[src/rtl/rv_pkg.sv]
// rv_pkg: register-file widths and the write-back queue entry type.
package rv_pkg;
    localparam int XLEN       = 32;
    localparam int REG_ADDR_W = 5;

    typedef struct packed {
        logic                  valid;
        logic [REG_ADDR_W-1:0] rd;
        logic [XLEN-1:0]       data;
    } wb_entry_t;
endpackage

[src/rtl/wb_fwd_lookup.sv]
// wb_fwd_lookup: finds the youngest pending write to addr_i among the queued entries.
module wb_fwd_lookup
    import rv_pkg::*;
#(
    parameter int DEPTH = 4,
    localparam int AW = $clog2(DEPTH),
    localparam int CW = AW + 1
) (
    input  wb_entry_t             entries_i [DEPTH],
    input  logic [AW-1:0]         head_i,
    input  logic [CW-1:0]         count_i,
    input  logic [REG_ADDR_W-1:0] addr_i,
    output logic                  hit_o,
    output logic [XLEN-1:0]       data_o
);
    logic [AW-1:0] idx;

    always_comb begin
        hit_o  = 1'b0;
        data_o = '0;
        idx    = '0;
        // Walk oldest to youngest so the youngest match overwrites earlier ones.
        for (int i = 0; i < DEPTH; i++) begin
            idx = head_i + AW'(i);
            if (CW'(i) < count_i && addr_i != '0 && entries_i[idx].valid && entries_i[idx].rd == addr_i) begin
                hit_o  = 1'b1;
                data_o = entries_i[idx].data;
            end
        end
    end
endmodule

[src/rtl/rf_writeback_queue.sv]
// rf_writeback_queue: in-order buffer of ALU/load register writes, drained one per
// cycle into the register file write port, with two forwarding lookup ports.
module rf_writeback_queue
    import rv_pkg::*;
#(
    parameter int DEPTH = 4,
    parameter int XLEN  = rv_pkg::XLEN
) (
    input  logic                     clk,
    input  logic                     rst,
    input  logic                     alu_valid,
    input  logic [REG_ADDR_W-1:0]    alu_rd,
    input  logic [XLEN-1:0]          alu_data,
    input  logic                     ld_valid,
    input  logic [REG_ADDR_W-1:0]    ld_rd,
    input  logic [XLEN-1:0]          ld_data,
    output logic                     in_ready,
    output logic                     rf_we,
    output logic [REG_ADDR_W-1:0]    rf_a3,
    output logic [XLEN-1:0]          rf_wd,
    input  logic [REG_ADDR_W-1:0]    fwd_a1,
    input  logic [REG_ADDR_W-1:0]    fwd_a2,
    output logic                     fwd_hit1,
    output logic                     fwd_hit2,
    output logic [XLEN-1:0]          fwd_data1,
    output logic [XLEN-1:0]          fwd_data2,
    output logic [$clog2(DEPTH):0]   pending
);
    localparam int AW = $clog2(DEPTH);
    localparam int CW = AW + 1;

    wb_entry_t     entries_q [DEPTH];
    wb_entry_t     entries_d [DEPTH];
    logic [AW-1:0] head_q, head_d, tail_q, tail_d;
    logic [CW-1:0] count_q, count_d;
    logic          push_ld, push_alu, pop;

    // Two free slots are required so a same-cycle ld+alu pair always fits.
    assign in_ready = count_q <= CW'(DEPTH - 2);
    assign push_ld  = ld_valid && in_ready && ld_rd != '0;
    assign push_alu = alu_valid && in_ready && alu_rd != '0;
    assign pop      = count_q != '0;
    assign rf_we    = pop;
    assign rf_a3    = pop ? entries_q[head_q].rd : '0;
    assign rf_wd    = pop ? entries_q[head_q].data : '0;
    assign pending  = count_q;

    always_comb begin
        entries_d = entries_q;
        if (pop) entries_d[head_q].valid = 1'b0;
        if (push_ld) entries_d[tail_q] = '{valid: 1'b1, rd: ld_rd, data: ld_data};
        if (push_alu) entries_d[tail_q + AW'(push_ld)] = '{valid: 1'b1, rd: alu_rd, data: alu_data};
        head_d  = head_q + AW'(pop);
        tail_d  = tail_q + AW'(push_ld) + AW'(push_alu);
        count_d = count_q + CW'(push_ld) + CW'(push_alu) - CW'(pop);
    end

    always_ff @(posedge clk or posedge rst) begin
        if (rst) begin
            for (int i = 0; i < DEPTH; i++) entries_q[i] <= '0;
            head_q  <= '0;
            tail_q  <= '0;
            count_q <= '0;
        end else begin
            entries_q <= entries_d;
            head_q    <= head_d;
            tail_q    <= tail_d;
            count_q   <= count_d;
        end
    end

    wb_fwd_lookup #(.DEPTH(DEPTH)) u_fwd1 (
        .entries_i(entries_q),
        .head_i   (head_q),
        .count_i  (count_q),
        .addr_i   (fwd_a1),
        .hit_o    (fwd_hit1),
        .data_o   (fwd_data1)
    );

    wb_fwd_lookup #(.DEPTH(DEPTH)) u_fwd2 (
        .entries_i(entries_q),
        .head_i   (head_q),
        .count_i  (count_q),
        .addr_i   (fwd_a2),
        .hit_o    (fwd_hit2),
        .data_o   (fwd_data2)
    );
endmodule

[config.mk]
export PLATFORM = sky130hd
export DESIGN_NAME = rf_writeback_queue
export DESIGN_NICKNAME = d
export VERILOG_FILES = /design/src/rtl/rv_pkg.sv /design/src/rtl/wb_fwd_lookup.sv /design/src/rtl/rf_writeback_queue.sv
export SDC_FILE = /design/constraint.sdc
export NUM_CORES = 1
export LEC_CHECK = 0
export ABC_CLOCK_PERIOD_IN_PS = 12500
export CAP_MARGIN = 10
export CORE_ASPECT_RATIO = 0.5
export CORE_MARGIN = 2
export CORE_UTILIZATION = 45
export CTS_BUF_LIST = sky130_fd_sc_hd__clkbuf_2
export DETAILED_ROUTE_END_ITERATION = 12
export HOLD_SLACK_MARGIN = 0.06
export PLACE_DENSITY_LB_ADDON = 0.15
export SETUP_SLACK_MARGIN = 0.02
export SYNTH_ARGS = -nofsm -noshare
export SYNTH_HDL_FRONTEND = slang
export SYNTH_SLANG_ARGS = --single-unit
[constraint.sdc]
create_clock -name clk -period 12.5 [get_ports clk]
set_input_delay 2.5 -clock clk [delete_from_list [all_inputs] [get_ports clk]]
set_output_delay 2.5 -clock clk [all_outputs]
set_load 0.01 [all_outputs]
### After elaboration in Yosys (flattened, before gate mapping)

Index checks and enable logic that the tools add are counted.

| storage, ports and cells | value |
|---|---|
| register bits | 159 |
| input bits | 88 |
| output and inout bits | 108 |
| logic and storage cells | 130 |

| operators by class | value |
|---|---|
| add/subtract/negate cells | 9 |
| order comparisons | 14 |
| eq/ne operators | 8 |
| muxes and demuxes | 42 |
| bitwise operators | 6 |
| reduce and logical (&&, ||, !) cells | 36 |

Operator list:

| kind | number |
|---|---|
| $bwmux W152 | 3 |
| $mux W152 | 3 |
| $mux W38 | 11 |
| $bmux W38 S2 | 4 |
| $mux W32 | 9 |
| $demux W38 S2 | 3 |
| $eq A5 B5 Y1 | 8 |
| $logic_and A1 B1 Y1 | 31 |
| $reduce_bool A5 Y1 | 4 |
| $ge A3 B3 Y1 const B | 6 |
| $not A2 Y3 | 6 |
| $lt A3 B1 Y1 const B | 3 |
| $mux W1 | 8 |
| $add A2 B1 Y2 | 3 |
| $add A3 B1 Y3 | 2 |
| $lt A1 B3 Y1 const A | 2 |
| $lt A2 B3 Y1 const A | 2 |
| $mux W5 | 1 |
| $add A2 B2 Y2 const B | 2 |
| $le A3 B2 Y1 const B | 1 |
| $reduce_bool A3 Y1 | 1 |
| $sub A3 B1 Y3 | 1 |
| $add A2 B1 Y2 const B | 1 |

### Logic depth before layout (Yosys ltp)

Gate-level depths: netlist (run 1).

| logic depth | value |
|---|---|
| depth after elaboration | 11 |
| depth in mapped cells | 16 |
| gate-level depth less buffers | 11 |

### Modules after synthesis

A second synthesis (run 1) with hierarchy kept.

| second synthesis, totals | value |
|---|---|
| cell total of the unflattened synthesis | 2260 |
| area, all modules | 17969.7 sq um |

By module, submodules not included:

| module | instances | cells each | area an instance (sq um) | seq. area each (sq um) |
|---|---|---|---|---|
| rf_writeback_queue | 1 | 1012 | 9248.9 | 3978.8 |
| wb_fwd_lookup | 2 | 624 | 4360.4 | 0.0 |

### Worst setup path after synthesis (run 1)

No wires, ideal clock.

| timing path | value |
|---|---|
| path kind | input-to-output |
| start point | input fwd_a1[0] |
| end point | output fwd_data1[23] |
| arrival time | 4425 ps |
| data required time | 10000 ps |
| path slack | 5575 ps |
| cell stages on the path | 8 |
| path buffers | 2 |
| path through | clkbuf_1 -> nor3_1 -> a211o_1 -> a211oi_2 -> nand2_2 -> buf_2 -> mux2_1 -> a221o_1 |

| between the ends | value |
|---|---|
| longest elaborated chain between the ends | 8 |
| elaborated cells between the ends (all ways) | 21 |
| classes of those cells | eq/ne: 4; mux: 4; reduce/logical: 13 |

RTL lines:

| what | RTL line | RTL |
|---|---|---|
| start, declared | rf_writeback_queue.sv:21 | `input logic [REG_ADDR_W-1:0] fwd_a1,` |
| $reduce_bool A5 Y1 | wb_fwd_lookup.sv:25 | `if (CW'(i) < count_i && addr_i != '0 && entries_i[idx].valid && entries_i[idx].rd == addr_i) begin` |
| $logic_and A1 B1 Y1 (3 in a row) | wb_fwd_lookup.sv:25 |  |
| $mux W32 (3 in a row) | wb_fwd_lookup.sv:25 |  |
| $mux W32 * | wb_fwd_lookup.sv:25 |  |
| end, declared | rf_writeback_queue.sv:25 | `output logic [XLEN-1:0] fwd_data1,` |

Every way passes the cells marked *; elsewhere a longest branch is shown, timed or not.

### Worst setup path after layout (run 1)

| timing path | value |
|---|---|
| start point | register head_q[0] |
| end point | output fwd_data1[10] |

| between the ends | value |
|---|---|
| longest elaborated chain between the ends | 10 |
| elaborated cells between the ends (all ways) | 35 |
| classes of those cells | add/sub: 3; eq/ne: 4; mux: 16; bitwise: 4; reduce/logical: 8 |

RTL lines:

| what | RTL line | RTL |
|---|---|---|
| start, declared | rf_writeback_queue.sv:34 | `logic [AW-1:0] head_q, head_d, tail_q, tail_d;` |
| start signal, assigned | rf_writeback_queue.sv:61 | `head_q <= '0;` |
| start signal, assigned | rf_writeback_queue.sv:66 | `head_q <= head_d;` |
| $add A2 B1 Y2 / $not A2 Y3 (equally long branches) | wb_fwd_lookup.sv:24, wb_fwd_lookup.sv:25, wb_fwd_lookup.sv:27 |  |
| $not A2 Y3 (implied by the code) / $bmux W38 S2 (equally long branches) | wb_fwd_lookup.sv:25, wb_fwd_lookup.sv:27 |  |
| $bmux W38 S2 / $mux W38 (equally long branches) | wb_fwd_lookup.sv:25, wb_fwd_lookup.sv:27 |  |
| $mux W38, on equally long branches | wb_fwd_lookup.sv:27, wb_fwd_lookup.sv:25 |  |
| $mux W38 (implied by the code), or another cell as far along | wb_fwd_lookup.sv:25 |  |
| $eq A5 B5 Y1 / $logic_and A1 B1 Y1 (equally long branches) | wb_fwd_lookup.sv:25 |  |
| $logic_and A1 B1 Y1 / $mux W32 (equally long branches) | wb_fwd_lookup.sv:25 |  |
| $mux W32 (2 in a row) | wb_fwd_lookup.sv:25 |  |
| $mux W32 * | wb_fwd_lookup.sv:25 |  |

Every way passes the cells marked *; elsewhere a longest branch is shown, timed or not. The select of a mux whose other input is x is not followed.

==> flow_summary.json, run 1 <==
{
  "status": "finished, final reports clean",
  "area_delta_synth_final_pct": 16.94,
  "drv_cap": 0,
  "synth_top_flop_cell": "dfrtp_1",
  "cts_root_buf": "clkbuf_2",
  "initial_utilization_pct": 45.71,
  "end_kind": "output port",
  "yosysUniqueCellTypes": 58,
  "vdd_drop_max_mv": 0.1580,
  "total_power_uw": 4883,
  "grt_util_all_layers_pct": 28.34,
  "hold_viol_final": 0,
  "synth_seq_cells": 159,
  "chipHeight_um": 128.1,
  "synth_area_per_cell_um2": 10.40,
  "grt_overflow_total": 0,
  "cts_sinks": 159,
  "drive_gt1_share_pct": 16.56,
  "firstDrtPassIters": 5,
  "syn_nets": 1434,
  "crit_type": "register to output port",
  "numCtsBuffers": 17,
  "cts_setup_buffers": 0,
  "antenna_found_initial": 4,
  "htree_levels": 4,
  "finalSetupViolCount": 0,
  "core-area_mm2": 0.03035,
  "finalClockSkew_ps": 26.28,
  "start_kind": "register",
  "combPwrFrac_pct": 70.3,
  "clkPwrFrac_pct": 6.3,
  "whs_ps": 575.1,
  "nets": 1537,
  "grt_pass1_wl_mm": 69.35,
  "drt-wirelength-per-cell_um": 24.46,
  "swShare_pct": 45.15,
  "drc_errors": 0,
  "fin_setup_tns_ps": 0,
  "row_count": 45,
  "arrival_ps": 6690,
  "hold_path.class": "register to register",
  "dieWidth_um": 252.3,
  "power_density_mw_per_mm2": 301.0,
  "syn_inst": 1334,
  "internal-power_uw": 2678,
  "grt_pass1_vias": 11558,
  "grt_setup_unrepaired": "false",
  "cts.hold.buffers_added": 0,
  "required_ps": 10000,
  "ant_nets": 0,
  "ys_seq_area_share_pct": 28.68,
  "cts.path.max_buffers": 2,
  "cts_tree": "done",
  "via_per_inst": 6.413,
  "cp_max_fo": 23,
  "path_clk_slew_ps": 200,
  "switching_power_uw": 2205,
  "max_freq_mhz": 108.8,
  "netlist_area_mm2": 0.01387,
  "async_reset_ff_share_pct": 100.0,
  "drv_slew": 0,
  "die-area_mm2": 0.03233,
  "port_buffers": 195,
  "vias": 11857,
  "period_share_pct": 73.55,
  "sequentialPowerShare_pct": 23.4,
  "period_needed_ps": 9193,
  "hpwl_mm": 28.51,
  "leakage_uw": 0.006023,
  "worstMarginPinSlew_ps": 1196,
  "grt_max_degree": 84,
  "place.gp.congestion": 0.8789,
  "io_pins": 196,
  "drt-initial-drc-count": 1121,
  "clkLatencyLatePin_ps": 860,
  "synth-edff-count": 0,
  "relSlewSlack_pct": 20.04,
  "drt_wl_total_mm": 45.22,
  "synth_warnings": 0,
  "cts_resized": 0
}
[final timing paths]
path	slack, ps	startpoint	to	cells past startpoint
max in group asynchronous	8790	rst	entries_q[67]	3
worst max register to register	9100	pending[2]	entries_q[102]	10
worst min register to register	580	entries_q[37]	entries_q[37]	2
worst min-delay path	580	entries_q[37]	entries_q[37]	2
worst max-delay path	3310	head_q[0]	fwd_data1[10]	9
min in group asynchronous	2130	rst	entries_q[46]	2
[per-layer routing]
metal | track usage (%) | routed length (um)
met1 | 37.70 | 18850
met2 | 46.35 | 21560
met3 | 6.599 | 3606
met4 | 8.841 | 1163
met5 | 0 | 43
[synth_stat cells, drive strengths merged (10+ instances only)]
cell | instances | share of area (%)
a211o | 13 | 0.82
a21oi | 79 | 2.9
a221o | 20 | 1.4
and2 | 39 | 1.8
buf | 68 | 2.6
clkbuf | 63 | 1.7
dfrtp | 159 | 29
ha | 10 | 0.90
inv | 33 | 0.89
mux2 | 27 | 2.2
mux2i | 191 | 14
mux4 | 142 | 23
nand2 | 133 | 3.6
nand3 | 17 | 0.61
nor2 | 81 | 2.2
nor3 | 33 | 1.3
o21ai | 94 | 3.4
o221ai | 31 | 2.0
xnor2 | 34 | 2.1
[per-stage QoR]
stage | worst slack (ps) | util (%) | instances | instance area [um2]
finish | 3307 | 53.45 | 1849 | 16220
global route | 2999 | 53.45 | 1849 | 16220
CTS | 3286 | 53.44 | 1848 | 16220
detailed placement | 3385 | 52.66 | 1817 | 15980
global placement | 3559 | 52.66 | 1817 | 15980
floorplan | 5575 | - | 1334 | 13870
[power by group through the flow]
stage | clock network [uW] | logic (uW) | registers (uW)
3_5_place_dp | 0 | 3410 | 1150
2_1_floorplan | 0 | 2530 | 994
5_1_grt | 337 | 3700 | 1190
6_report | 307 | 3430 | 1140
3_3_place_gp | 0 | 3350 | 1110
4_1_cts | 315 | 3420 | 1130
[sequential cells by signal, summed over array words and instances, names as in the netlist]
name / flops
entries_q: 152
head_q: 2
pending: 3
tail_q: 2
[worst max-delay path: stages, from the launching register on]
cell	delay (ps)
dfrtp_4	630
inv_1	650
ha_4	510
mux4_2	630
a211o_1	320
a211oi_2	860
nand2_2	820
mux2_2	520
a221o_1	380
clkdlybuf4s50_1	490
[cells by family (layout without fill, tap and decap cells)]
| group | after synthesis | in the layout | synth area share, % |
|---|---|---|---|
| compound gates | 265 | 265 | 12.29 |
| flops | 159 | 159 | 28.68 |
| buf+inv | 164 | 279 | 5.160 |
| other cells | 0 | 1 | 0 |
| xor+xnor | 43 | 43 | 2.715 |
| fa+ha+maj | 12 | 12 | 1.191 |
| mux | 360 | 360 | 39.03 |
| simple gates | 331 | 331 | 10.92 |
[cells in the final DEF (no fill, tap or decap), types with 14 or more instances in the layout]
cell type	netlist	routed
clkdlybuf4s50_1	0	195
mux2i_1	191	191
dfrtp_1	159	157
mux4_2	142	142
nand2_1	132	132
o21ai_0	84	84
nor2_1	81	80
a21oi_1	79	79
and2_1	39	38
xnor2_1	34	34
inv_1	32	31
o221ai_1	31	31
nor3_1	31	28
mux2_2	23	23
a221o_1	20	20
buf_4	6	20
clkbuf_2	0	18
nand3_1	17	14
[final cells by class]
| cell class | instances | area (um2) |
|---|---|---|
| diodes | 1 | 2.502 |
| clock buffers | 18 | 90.09 |
| clock inverters | 13 | 146.4 |
| fillers | 2649 | 14130 |
| inverters | 33 | 128.9 |
| multi-input cells | 1011 | 9265 |
| flip-flops and latches | 159 | 3986 |
| well taps | 399 | 499.2 |
| repair buffers | 215 | 2102 |
No activity file was read; power rests on OpenSTA's default activity.
==> run 2, diff against run 1 <==
--- a/config.mk
+++ b/config.mk
@@ -5,7 +5,7 @@
 export SDC_FILE = /design/constraint.sdc
 export NUM_CORES = 1
 export LEC_CHECK = 0
-export ABC_CLOCK_PERIOD_IN_PS = 12500
+export ABC_CLOCK_PERIOD_IN_PS = 9300
 export CAP_MARGIN = 10
 export CORE_ASPECT_RATIO = 0.5
 export CORE_MARGIN = 2
==> constraint.sdc (replaced) <==
create_clock -name clk -period 9.3 [get_ports clk]
set_input_delay 1.86 -clock clk [delete_from_list [all_inputs] [get_ports clk]]
set_output_delay 1.86 -clock clk [all_outputs]
set_load 0.01 [all_outputs]
==> flow_summary.json, run 2 (synthesized netlist as in run 1, its figures left out) <==
{
  "cts_setup_buffers": 0,
  "relSlewSlack_pct": 19.19,
  "place.gp.congestion": 0.8761,
  "hold_path.class": "register to register",
  "r2r-start": "pending[2]",
  "status": "finished, final reports clean",
  "drive_gt1_share_pct": 16.62,
  "endpoint": "fwd_data1[15]",
  "cts_tree": "done",
  "layout_common_cells": "clkdlybuf4s50_1 (195), mux2i_1 (191), dfrtp_1 (157)",
  "ant_nets": 0,
  "start_kind": "register",
  "worst_path_most_repeated_cell": "a211o_1",
  "htree_levels": 4,
  "initial_utilization_pct": 45.71,
  "grt_pass1_wl_mm": 69.98,
  "die-area_mm2": 0.03233,
  "cp_max_fo": 44,
  "cts_sinks": 159,
  "worstMarginPinSlew_ps": 1212,
  "grt_max_degree": 90,
  "cts.hold.buffers_added": 0,
  "switching_power_uw": 2970,
  "grt_util_all_layers_pct": 28.56,
  "io_pins": 196,
  "drt-initial-drc-count": 1167,
  "end_kind": "output port",
  "grt_overflow_total": 0,
  "clkLatencyLatePin_ps": 860,
  "place_inst": 1817,
  "finalClockSkew_ps": 47.00,
  "fillers": 2631,
  "drv_cap": 0,
  "cts_resized": 0,
  "cp_slowest_cell": "dfrtp_4",
  "hpwl_mm": 28.71,
  "vdd_drop_max_mv": 0.1721,
  "arrival_ps": 6760,
  "rr_endpoint": "entries_q[96]",
  "core-area_mm2": 0.03035,
  "antenna_found_initial": 2,
  "fin_cells": 1850,
  "grt_setup_unrepaired": "false",
  "row_count": 45,
  "path_clk_slew_ps": 260,
  "drv_slew": 0,
  "clkPwrFrac_pct": 6.5,
  "crit_type": "register to output port",
  "power_density_mw_per_mm2": 404.9,
  "chipHeight_um": 128.1,
  "drt_wl_total_mm": 45.18,
  "numCtsBuffers": 17,
  "combPwrFrac_pct": 69.5,
  "fin_setup_tns_ps": 0,
  "slowest_delay_ps": 980,
  "rr_worst_depth": 10,
  "final_common_cell": "clkdlybuf4s50_1",
  "firstDrtPassIters": 5,
  "swShare_pct": 45.18,
  "largest-register": "entries_q",
  "hold_viol_final": 0,
  "crit_path_start": "head_q[0]",
  "period_needed_ps": 8618,
  "cts.path.max_buffers": 2,
  "max_freq_mhz": 116.0,
  "finalSetupViolCount": 0,
  "period_share_pct": 92.67,
  "port_buffers": 195,
  "nets": 1537,
  "largest_reg_flops": 152,
  "dieWidth_um": 252.3,
  "internal-power_uw": 3605,
  "r2r_slack_ps": 5940,
  "cts_root_buf": "clkbuf_2",
  "sequentialPowerShare_pct": 24.0,
  "required_ps": 7440,
  "vias": 11894,
  "area_delta_synth_final_pct": 17.07,
  "via_per_inst": 6.429,
  "crit_path_cell_trace": "inv_1 -> ha_4 -> mux4_2 -> a211o_1 -> a211o_1 -> o22a_1 -> nor3_4 -> a221o_1 -> clkdlybuf4s50_1",
  "drt-wirelength-per-cell_um": 24.42,
  "grt_pass1_vias": 11775,
  "drc_errors": 0,
  "leakage_uw": 0.006021
}
## run 2: worst min-delay path by stage
stage | cells after the start | to | start | slack (ps)
after floorplan | 2 | entries_q[113] | entries_q[113] | 490
after global placement | 2 | entries_q[37] | entries_q[37] | 520
after detailed placement | 2 | entries_q[113] | entries_q[113] | 540
after CTS | 2 | entries_q[37] | entries_q[37] | 590
after global routing | 2 | entries_q[37] | entries_q[37] | 620
final | 2 | entries_q[37] | entries_q[37] | 590
## run 2: power groups by stage
stage          combinational [uW]  clock [uW]  sequential, uW
2_1_floorplan                3400           0            1340
3_3_place_gp                 4470           0            1540
3_5_place_dp                 4550           0            1580
4_1_cts                      4570         437            1560
5_1_grt                      4940         472            1640
6_report                     4570         426            1580
## run 2: layout make-up
type | count | area [um2] | area share [%]
Timing Repair Buffer | 215 | 2102 | 12.94
Tap cell | 399 | 499.2 | 3.074
Sequential cell | 159 | 3986 | 24.55
Clock inverter | 14 | 163.9 | 1.009
Antenna cell | 1 | 2.502 | 0.01541
Clock buffer | 18 | 90.09 | 0.5548
Inverter | 33 | 128.9 | 0.7937
Multi-Input combinational cell | 1011 | 9265 | 57.06
## run 2: worst max-delay path: cells and delay by family (launching register included)
| kind | cells | cell delay, ps |
|---|---|---|
| AO/OA/AOI/OAI | 4 | 1490 |
| buffers and inverters | 2 | 1130 |
| flip-flops | 1 | 980 |
| AND/OR/NAND/NOR | 1 | 970 |
| adder cells (fa/ha/maj) | 1 | 680 |
| multiplexers | 1 | 610 |
## run 2: layer usage
layer | GRT usage [%] | wire (um)
met1 | 39.15 | 19110
met2 | 45.36 | 21250
met3 | 6.051 | 3557
met4 | 9.781 | 1246
met5 | 0 | 13
## run 2: metrics by stage
step           worst slack, ps  area (um2)  hold WS [ps]  util, %  total power, uW
5_1_grt                  251.0       16240         619.7    53.51             7053
6_report                 681.8       16240         586.2    53.51             6575
3_5_place_dp              1677       15980         538.0    52.66             6122
2_1_floorplan             3148       13870         489.1        -             4735
4_1_cts                  627.6       16240         585.1    53.50             6565
3_3_place_gp              1812       15980         521.5    52.66             6004
==> run 3, diff against run 2 <==
--- a/config.mk
+++ b/config.mk
@@ -5,7 +5,6 @@
 export SDC_FILE = /design/constraint.sdc
 export NUM_CORES = 1
 export LEC_CHECK = 0
-export ABC_CLOCK_PERIOD_IN_PS = 9300
 export CAP_MARGIN = 10
 export CORE_ASPECT_RATIO = 0.5
 export CORE_MARGIN = 2
@@ -14,6 +13,7 @@
 export DETAILED_ROUTE_END_ITERATION = 12
 export HOLD_SLACK_MARGIN = 0.06
 export PLACE_DENSITY_LB_ADDON = 0.15
+export REMOVE_ABC_BUFFERS = 1
 export SETUP_SLACK_MARGIN = 0.02
 export SYNTH_ARGS = -nofsm -noshare
 export SYNTH_HDL_FRONTEND = slang
==> flow_summary.json, run 3 (synthesized netlist as in run 1, its figures left out) <==
{
  "grt_setup_unrepaired": "false",
  "utilization_pct": 53.55,
  "clkLatencyLatePin_ps": 890,
  "grt_pass1_vias": 11825,
  "ant_nets": 0,
  "whs_ps": 571.6,
  "drt_wl_total_mm": 45.02,
  "crit_type": "register to output port",
  "final_common_cell": "clkdlybuf4s50_1",
  "arrival_ps": 6470,
  "cts.path.max_buffers": 2,
  "core-area_mm2": 0.03035,
  "chipHeight_um": 128.1,
  "place_ws_ps": 1882,
  "path_clk_slew_ps": 240,
  "leakage_uw": 0.006026,
  "period_needed_ps": 8334,
  "start_kind": "register",
  "hold_viol_final": 0,
  "period_share_pct": 89.61,
  "cts_sinks": 159,
  "cts_setup_buffers": 0,
  "io_pins": 196,
  "drv_cap": 0,
  "vdd_drop_max_mv": 0.2490,
  "port_buffers": 195,
  "fin_ws_ps": 966.5,
  "drc_errors": 0,
  "status": "finished, final reports clean",
  "end_kind": "output port",
  "grt_pass1_wl_mm": 69.48,
  "drt-initial-drc-count": 938,
  "nets": 1536,
  "antenna_found_initial": 6,
  "die-area_mm2": 0.03233,
  "grt_max_degree": 121,
  "grt_overflow_total": 0,
  "htree_levels": 4,
  "finalClockSkew_ps": 47.38,
  "largest_reg_flops": 152,
  "worstMarginPinSlew_ps": 1115,
  "area_delta_synth_final_pct": 17.17,
  "power_density_mw_per_mm2": 406.2,
  "layout_common_cells": "clkdlybuf4s50_1 (195), mux2i_1 (191), dfrtp_1 (157)",
  "row_count": 45,
  "relSlewSlack_pct": 25.65,
  "cts_root_buf": "clkbuf_2",
  "drv_slew": 0,
  "via_per_inst": 6.421,
  "dieWidth_um": 252.3,
  "max_freq_mhz": 120.0,
  "drt-wirelength-per-cell_um": 24.30,
  "required_ps": 7440,
  "drive_gt1_share_pct": 16.57,
  "initial_utilization_pct": 45.71,
  "vias": 11899,
  "grt_util_all_layers_pct": 28.18,
  "fillers": 2682,
  "cts_resized": 0,
  "firstDrtPassIters": 8,
  "finalSetupViolCount": 0,
  "place_inst": 1816,
  "fin_cells": 1853,
  "cts_tree": "done",
  "cp_max_fo": 27,
  "largest-register": "entries_q",
  "numCtsBuffers": 17,
  "hold_path.class": "register to register",
  "hpwl_mm": 28.55,
  "place.gp.congestion": 0.8552,
  "cts.hold.buffers_added": 0
}
[run 3: power breakdown]
group	switching (uW)	total [uW]	internal, uW	leakage (uW)
logic	2220	4630	2410	0.00399
registers	486	1540	1050	0.00189
clock network	284	435	151	0.000149
total	2990	6600	3610	0.00603
[run 3: worst paths after layout]
check	from	end	slack, ps	cells after the start
worst max-delay path	head_q[0]	fwd_data1[10]	970	9
worst min-delay path	entries_q[113]	entries_q[113]	570	2
worst max register to register	pending[2]	entries_q[7]	5830	10
worst min register to register	entries_q[113]	entries_q[113]	570	2
max in group asynchronous	rst	entries_q[70]	6390	3
min in group asynchronous	rst	entries_q[143]	1500	2
[run 3: area by class of cell]
class	instances	area (um2)	area share, %
clock buffer	18	90.09	0.5543
timing repair buffer	214	2107	12.96
clock inverter	13	162.7	1.001
sequential	159	3986	24.53
multi-input combinational	1011	9263	56.99
tap	399	499.2	3.072
inverter	33	128.9	0.7930
antenna	6	15.01	0.09239
[run 3: layer usage]
| metal | GRT usage (%) | vias to the layer above | part of all wire, % |
|---|---|---|---|
| met4 | 10.06 | 0 | 2.7 |
| met3 | 4.589 | 74 | 5.9 |
| met5 | 0 | - | 0 |
| met2 | 47.59 | 470 | 49 |
| li1 | - | 5250 | - |
| met1 | 37.07 | 6105 | 42 |
[run 3: critical path: stages, from the launching register on]
cell,delay [ps]
dfrtp_4,800
inv_1,480
ha_4,730
mux4_2,620
a211o_1,330
a211o_1,430
o22a_1,460
nor3_4,840
a221o_1,350
clkdlybuf4s50_1,550
[run 3: per-stage QoR]
| step | area [um2] | power [uW] | TNS, ps |
|---|---|---|---|
| 2_1_floorplan | 13280 | 4878 | -359240 |
| 3_3_place_gp | 15980 | 6003 | 0 |
| 3_5_place_dp | 15980 | 6143 | 0 |
| 4_1_cts | 16240 | 6589 | 0 |
| 5_1_grt | 16250 | 7061 | 0 |
| 6_report | 16250 | 6602 | 0 |
